==> config.mk <==
export PLATFORM = sky130hd
export DESIGN_NAME = mpc_mul_share_arb
export DESIGN_NICKNAME = d
export VERILOG_FILES = /design/src/rtl/mpc_mul_pkg.sv /design/src/rtl/mpc_mul_pipe_21x8.sv /design/src/rtl/mpc_mul_share_arb.sv
export SDC_FILE = /design/constraint.sdc
export NUM_CORES = 1
export LEC_CHECK = 0
export BUFFER_PORTS_ARGS = -buffer_cell sky130_fd_sc_hd__clkbuf_2
export CAP_MARGIN = 0
export CORE_UTILIZATION = 35
export CTS_CLUSTER_SIZE = 16
export DETAILED_ROUTE_END_ITERATION = 8
export PLACE_DENSITY = 0.65
export SKIP_CTS_REPAIR_TIMING = 1
export SLEW_MARGIN = 10
export SYNTH_ARGS = -nofsm -noshare
export SYNTH_HDL_FRONTEND = slang
export SYNTH_SLANG_ARGS = --single-unit
==> constraint.sdc <==
create_clock -name clk -period 6.4 [get_ports clk]
set_input_delay 0.96 -clock clk [delete_from_list [all_inputs] [get_ports clk]]
set_output_delay 0.96 -clock clk [all_outputs]
set_load 0.02 [all_outputs]
==> src/rtl/mpc_mul_pkg.sv <==
// Shared constants and tag type for the MPC multiplier-sharing datapath.
package mpc_mul_pkg;
    localparam int A_W         = 21;
    localparam int B_W         = 8;
    localparam int P_W         = 30;
    localparam int MUL_LATENCY = 3;
    // Wide enough for the largest supported requester count (8).
    localparam int TAG_IDW     = 3;

    typedef struct packed {
        logic               vld;
        logic [TAG_IDW-1:0] id;
    } tag_t;
endpackage

==> src/rtl/mpc_mul_pipe_21x8.sv <==
// DSP-style 21x8 multiplier: operand regs, product reg, output reg, all gated by ce.
module mpc_mul_pipe_21x8
    import mpc_mul_pkg::*;
(
    input  logic                  clk,
    input  logic                  ce,
    input  logic signed [A_W-1:0] a,
    input  logic        [B_W-1:0] b,
    output logic signed [P_W-1:0] p
);
    logic signed [A_W-1:0] a_r;
    logic        [B_W-1:0] b_r;
    logic signed [P_W-1:0] m_r;
    logic signed [P_W-1:0] p_r;

    // b is unsigned: zero-extend before the signed multiply so 255 stays 255.
    always_ff @(posedge clk) begin
        if (ce) begin
            a_r <= a;
            b_r <= b;
            m_r <= $signed({{(P_W-A_W){a_r[A_W-1]}}, a_r}) *
                   $signed({{(P_W-B_W){1'b0}}, b_r});
            p_r <= m_r;
        end
    end

    assign p = p_r;
endmodule

==> src/rtl/mpc_mul_share_arb.sv <==
// Round-robin sharing of one pipelined multiplier among NREQ requesters,
// with a tag pipe carrying the requester id alongside the product.
module mpc_mul_share_arb
    import mpc_mul_pkg::*;
#(
    parameter int NREQ    = 4,
    parameter int IDW     = $clog2(NREQ),
    parameter int LATENCY = MUL_LATENCY
) (
    input  logic                     clk,
    input  logic                     rst,
    input  logic [NREQ-1:0]          req_valid,
    output logic [NREQ-1:0]          req_ready,
    input  logic [NREQ*A_W-1:0]      req_a,
    input  logic [NREQ*B_W-1:0]      req_b,
    output logic                     res_valid,
    input  logic                     res_ready,
    output logic [IDW-1:0]           res_id,
    output logic signed [P_W-1:0]    res_p,
    output logic                     busy
);
    logic                    ce;
    logic                    issue;
    logic [IDW-1:0]          ptr_q;
    logic [IDW-1:0]          grant;
    logic signed [A_W-1:0]   a_sel;
    logic [B_W-1:0]          b_sel;
    logic [LATENCY-1:0]      tag_vld;
    tag_t [LATENCY-1:0]      tag_q;

    // First valid requester strictly after ptr, wrapping; returns ptr when none valid.
    function automatic logic [IDW-1:0] rr_pick(input logic [NREQ-1:0] v,
                                               input logic [IDW-1:0]  p);
        logic found;
        int   idx;
        rr_pick = p;
        found   = 1'b0;
        for (int k = 1; k <= NREQ; k++) begin
            idx = (int'(p) + k) % NREQ;
            if (!found && v[idx]) begin
                rr_pick = IDW'(idx);
                found   = 1'b1;
            end
        end
    endfunction

    assign res_valid = tag_q[LATENCY-1].vld;
    assign res_id    = tag_q[LATENCY-1].id[IDW-1:0];
    assign ce        = !(res_valid && !res_ready);
    assign grant     = rr_pick(req_valid, ptr_q);
    assign issue     = ce && (|req_valid);
    assign a_sel     = req_a[A_W*int'(grant) +: A_W];
    assign b_sel     = req_b[B_W*int'(grant) +: B_W];

    always_comb begin
        req_ready = '0;
        if (issue) req_ready[grant] = 1'b1;
    end

    always_comb begin
        tag_vld = '0;
        for (int i = 0; i < LATENCY; i++) tag_vld[i] = tag_q[i].vld;
    end
    assign busy = |tag_vld;

    // Tag pipe and pointer freeze together with the multiplier on ce.
    always_ff @(posedge clk or negedge rst) begin
        if (!rst) begin
            tag_q <= '0;
            ptr_q <= IDW'(NREQ-1);
        end else if (ce) begin
            tag_q[0] <= tag_t'{vld: issue, id: TAG_IDW'(grant)};
            for (int i = 1; i < LATENCY; i++) tag_q[i] <= tag_q[i-1];
            if (issue) ptr_q <= grant;
        end
    end

    generate
        if (TAG_IDW > IDW) begin : g_id_pad
            logic unused_id_bits;
            assign unused_id_bits = ^tag_q[LATENCY-1].id[TAG_IDW-1:IDW];
        end
    endgenerate

    mpc_mul_pipe_21x8 u_mul (
        .clk (clk),
        .ce  (ce),
        .a   (a_sel),
        .b   (b_sel),
        .p   (res_p)
    );
endmodule

==> results of run 1 <==
==> state kept, by name (all words and copies together), names as in the netlist <==
name       cells
tag_q          6
u_mul.a_r     21
res_valid      1
u_mul.b_r      8
u_mul.m_r     30
res_id         2
ptr_q          2
u_mul.p       30
==> worst max-delay path by stage <==
stage	slack [ns]	to	depth (start not counted)	start
6_report	0.93	u_mul.m_r[29]	14	u_mul.b_r[3]
4_1_cts	0.92	u_mul.m_r[29]	14	u_mul.b_r[3]
5_1_grt	0.61	u_mul.m_r[29]	13	u_mul.b_r[0]
3_3_place_gp	1.00	u_mul.m_r[29]	14	u_mul.b_r[3]
2_1_floorplan	1.10	req_ready[0]	6	res_ready
3_5_place_dp	0.94	u_mul.m_r[29]	14	u_mul.b_r[3]
==> layout by cell type (no fill, tap or decap), types with 3 or more instances in the layout <==
master / n
inv_1: 192
clkbuf_2: 160
fa_1: 132
nand2_1: 109
and2_1: 90
edfxtp_1: 89
ha_1: 60
a21oi_1: 24
mux4_1: 15
xnor2_1: 14
a21o_1: 14
nor2_1: 14
mux4_2: 14
o21ai_0: 13
xor2_1: 9
clkbuf_16: 9
dfrtp_1: 9
nand3_1: 8
nand2b_1: 8
a31oi_1: 5
and3_1: 4
clkinvlp_4: 4
nand4_1: 3
nand4b_1: 3
o21a_1: 3
or3_1: 3
nor3_1: 3
nor2b_1: 3
==> stage by stage <==
stage	cells	instance area, µm²	utilization
floorplan	912	10000	-
global placement	1420	11200	0.400
detailed placement	1420	11200	0.400
CTS	1436	11500	0.410
global route	1436	11500	0.410
finish	1436	11500	0.410
==> cell type report <==
class	count	area [µm²]	area share
multi-input combinational	587	6240	0.543
sequential	100	2950	0.257
timing repair buffer	162	816	0.0711
inverter	193	727	0.0633
tap	378	473	0.0412
clock buffer	10	229	0.0199
clock inverter	6	50.0	0.00436
==> critical path, delay by kind of cell, from the launching register on <==
kind	cells	cell delay, ns
adders and majority gates	5	2.51
buffers and inverters	3	0.14
and+or+nand+nor	3	0.48
DFF	1	0.82
AOI/OAI and AO/OA	3	1.23
==> logic make-up after synthesis <==
| group | count (synthesis) |
|---|---|
| adders and majority gates | 192 |
| buffers and inverters | 225 |
| AOI/OAI and AO/OA | 84 |
| and+or+nand+nor | 257 |
| DFF | 100 |
| xor gates and xnor gates | 23 |
| muxes | 31 |
==> metal layers <==
layer,GRT usage,wire length [µm]
met5,0,0
met4,0.0400,265
met3,0.0278,1140
met2,0.228,9010
met1,0.198,9360
==> metrics.cfg, run 1 <==
[run_status]
status=completed

[critical_path]
cpPeakStageDelay_ns=0.82
cp_max_fo=21
critical-path-slowest-cell=edfxtp_1
path_class=reg -> reg
timing.rr.end=u_mul.m_r[29]
cpMostUsedCell=fa_1
start_kind=flip-flop
crit-reg2reg-launch=u_mul.b_r[3]
crit_chain=nand2_1 -> fa_1 -> inv_1 -> fa_1 -> fa_1 -> inv_1 -> fa_1 -> inv_1 -> ha_1 -> nand4_1 -> a21oi_1 -> nor2_1 -> o41ai_1 -> o221ai_1
worstPathArrival_ns=5.54
r2r_setup_slack_ns=0.93
worstSetupEndpointType=flip-flop
crit_required_ns=6.47
r2r_cells=14

[clocking]
cts_root_buf=clkbuf_16
htree_levels=3
clock_latency_ns=0.36
cts_tree=built
cts.path.max_buffers=2
path_clk_slew_ns=0.08
numCtsBuffers=9
cts.sinks=100

[timing]
setup_viol=0
hold_violations=0
timing.final.crit_share=0.855
finalCriticalPeriod_ns=5.47
worst_pin_slew_ns=0.948
slew_viol_final=0
slew_headroom=0.359
clock_skew_ns=0.0143
rsz0062_at_grt=false
finalSetupTns_ns=0
whs_ns=0.417
fmax_mhz=183
worst_slack_ns=0.928

[synth]
synth_most_common_cell=inv_1
synthXorXnorAreaFrac=0.0201
yosysTopAreaCell=edfxtp_1
ys.flop_type=edfxtp_1
async_flop_share=0.110
synth_top_area_share=0.266
syn_nets=1227
yosysSeqAreaShare=0.294
synth-compound-area-share=0.0567
ys_types=58
netlist_top_cells_area=edfxtp_1 27%, fa_1 26%, ha_1 7.5%, inv_1 7.2%, and2_1 5.6%
synth_common_cells=192 x inv_1, 132 x fa_1, 109 x nand2_1
synth_top_family_by_area=adder cells
synth_seq_cells=100
yosysWarningCount=0
synthSimpleGateAreaFrac=0.131
yosys.area_share.adder=0.338
syn-cell-area_um2=10000
synth_area_per_cell_um2=11.0
synth_edf_count=89
synth_cells=912
synth_mux_area_frac=0.0727

[min_path]
hold_class=reg -> reg
hold_depth=0
hp-start=u_mul.m_r[19]
min_to=u_mul.p[19]

[global_routing]
overflow=0
grt_pass1_wl_mm=33.1
grt_pass1_vias=6831
antenna_found_initial=0
grt_usage=0.143
grt_max_degree=68

[drt]
viasPerCell=4.71
drc_errors=0
routed_wl_mm=19.8
ant_nets=0
vias=6768
dr.pass1.iters=5
drt_iter0_drc=424
wl_per_cell_um=13.8

[final_layout]
drive_gt1_frac=0.191
fill_cells=2753
area_growth_pct=14.4
nets=1368
diodes=0

[flow_run]
max-cap-violations=0

[die]
die_w_um=171
pin_count=161
die_h_um=171
die-area_um2=29400
core-area_um2=28000
rows=61
start_util=0.358

[placement]
gp_congestion=0.847
preCtsSetupSlack_ns=0.935
port_buffers=160
dp_hpwl_mm=16.3

Power of run 1 is left out: the tool's default activity adds up to more than one toggle a clock period on the data nets, which glitch-free logic cannot reach.
==> inputs of run 2 (changes only) <==
Clock period 6.4 ns to 7 ns, I/O delays scaled along.
==> run 2 against run 1 <==
Effect of this change:
- worst setup slack improved by 0.54 ns
- clock skew grew 0.0010 ns
- critical endpoint is now u_mul.m_r[28]
- highest routed layer unchanged
- final area grew 0.43%
- cell count did not move
- via count decreased by 0.49%
- hold slack improved by 0.0010 ns
- largest cell class unchanged
- utilization rose by 0.17 points
==> metrics.cfg, run 2 (synthesis results as in run 1) <==
[run_status]
status=completed

[global_routing]
use_met3=0.0297  ; +0.00184
grt_pass1_vias=6980  ; +2.2%
overflow=0  ; unchanged
antenna_found_initial=0  ; unchanged
grt_usage=0.146  ; +0.00261
met2_usage=0.241  ; +0.0124
grt_max_degree=68  ; unchanged
gr-usage-met1=0.195  ; -0.00264
grt_pass1_wl_mm=33.5  ; +1.4%
grt-busiest-layer=met2

[placement]
port_buffers=160  ; unchanged
gp_congestion=0.847  ; about the same
dp_hpwl_mm=16.6  ; +1.5%

[final_layout]
mostFrequentLayoutCells=192 x inv_1, 160 x clkbuf_2, 132 x fa_1
final_common_cell=inv_1
fill_cells=2712  ; -1.5%
drive_gt1_frac=0.191  ; unchanged
nets=1368  ; unchanged
area_growth_pct=14.8
diodes=0  ; unchanged

[drt]
ant_nets=0  ; unchanged
routed_wl_mm=20.1  ; +1.7%
vias=6735  ; -0.49%
drt_iter0_drc=471  ; +11%
wl_per_cell_um=14.0  ; +1.7%
drc_errors=0  ; unchanged
viasPerCell=4.69  ; -0.49%
dr.pass1.iters=5  ; unchanged

[die]
pin_count=161  ; unchanged
die_h_um=171  ; unchanged
die_w_um=171  ; unchanged
core-area_um2=28000  ; unchanged
rows=61  ; unchanged
die-area_um2=29400  ; unchanged
start_util=0.358  ; unchanged

[timing]
hold_violations=0  ; unchanged
timing.final.crit_share=0.790  ; -0.0653
clock_skew_ns=0.0153  ; +0.000998 ns
fmax_mhz=181  ; -1.0%
setup_viol=0  ; unchanged
slew_viol_final=0  ; unchanged
worst_pin_slew_ns=0.942  ; -0.00621 ns
finalSetupTns_ns=0  ; unchanged
slew_headroom=0.364  ; +0.00419
finalCriticalPeriod_ns=5.53  ; +0.0562 ns
rsz0062_at_grt=false

[critical_path]
cp_max_fo=21  ; unchanged
worstPathArrival_ns=5.63  ; +0.09 ns
crit_required_ns=7.10  ; +0.63 ns
path_class=reg -> reg
worstSetupEndpointType=flip-flop
start_kind=flip-flop

[clocking]
cts_tree=built
path_clk_slew_ns=0.07  ; about the same
cts_root_buf=clkbuf_16
clock_latency_ns=0.36  ; about the same
htree_levels=3  ; unchanged
numCtsBuffers=9  ; unchanged
cts.sinks=100  ; unchanged
cts.path.max_buffers=2  ; unchanged

[min_path]
hold_class=reg -> reg

[flow_run]
max-cap-violations=0  ; unchanged

-- run 2: layer usage --
metal | routed length [µm] | vias to the layer above | share of wire
li1 | - | 3231 | -
met1 | 9550 | 3278 | 0.47
met2 | 9270 | 205 | 0.46
met3 | 1080 | 21 | 0.054
met4 | 214 | 0 | 0.011
met5 | 0 | - | 0
-- run 2: final timing paths --
kind	startpoint	to	slack, ns	cells after the start
min in group asynchronous	rst	res_id[1]	0.56	1
setup reg to reg	u_mul.b_r[0]	u_mul.m_r[28]	1.47	16
max in group asynchronous	rst	ptr_q[0]	6.16	1
hold / removal	u_mul.m_r[17]	u_mul.p[17]	0.42	0
hold reg to reg	u_mul.m_r[17]	u_mul.p[17]	0.42	0
setup / recovery	u_mul.b_r[0]	u_mul.m_r[28]	1.47	16
-- run 2: cell type report --
type	count	area (µm²)	share of cell area
Clock inverter	5	85.1	0.00738
Timing Repair Buffer	162	816	0.0708
Tap cell	378	473	0.0410
Sequential cell	100	2950	0.256
Inverter	193	727	0.0630
Clock buffer	11	243	0.0211
Multi-Input combinational cell	587	6240	0.541
-- run 2: per-stage QoR --
stage | utilization | hold slack (ns) | area (µm²) | instances | setup slack, ns
6_report | 0.412 | 0.418 | 11500 | 1436 | 1.47
5_1_grt | 0.412 | 0.423 | 11500 | 1436 | 1.11
4_1_cts | 0.412 | 0.420 | 11500 | 1436 | 1.48
3_5_place_dp | 0.400 | 0.405 | 11200 | 1420 | 1.51
3_3_place_gp | 0.400 | 0.404 | 11200 | 1420 | 1.61
2_1_floorplan | - | 0.400 | 10000 | 912 | 1.52
-- run 2: worst max-delay path: stages, from the launching register on --
cell and delay, ns:
edfxtp_1 0.78, nand2_1 0.20, fa_1 0.58, inv_1 0.05, fa_1 0.49, fa_1 0.55, inv_1 0.06, fa_1 0.53
inv_1 0.04, ha_1 0.37, a21o_1 0.23, a31oi_1 0.21, o311a_2 0.23, a21oi_2 0.09, a211o_4 0.37, nor4b_4 0.14
or3_1 0.35
Power of run 2 is left out for the same reason.
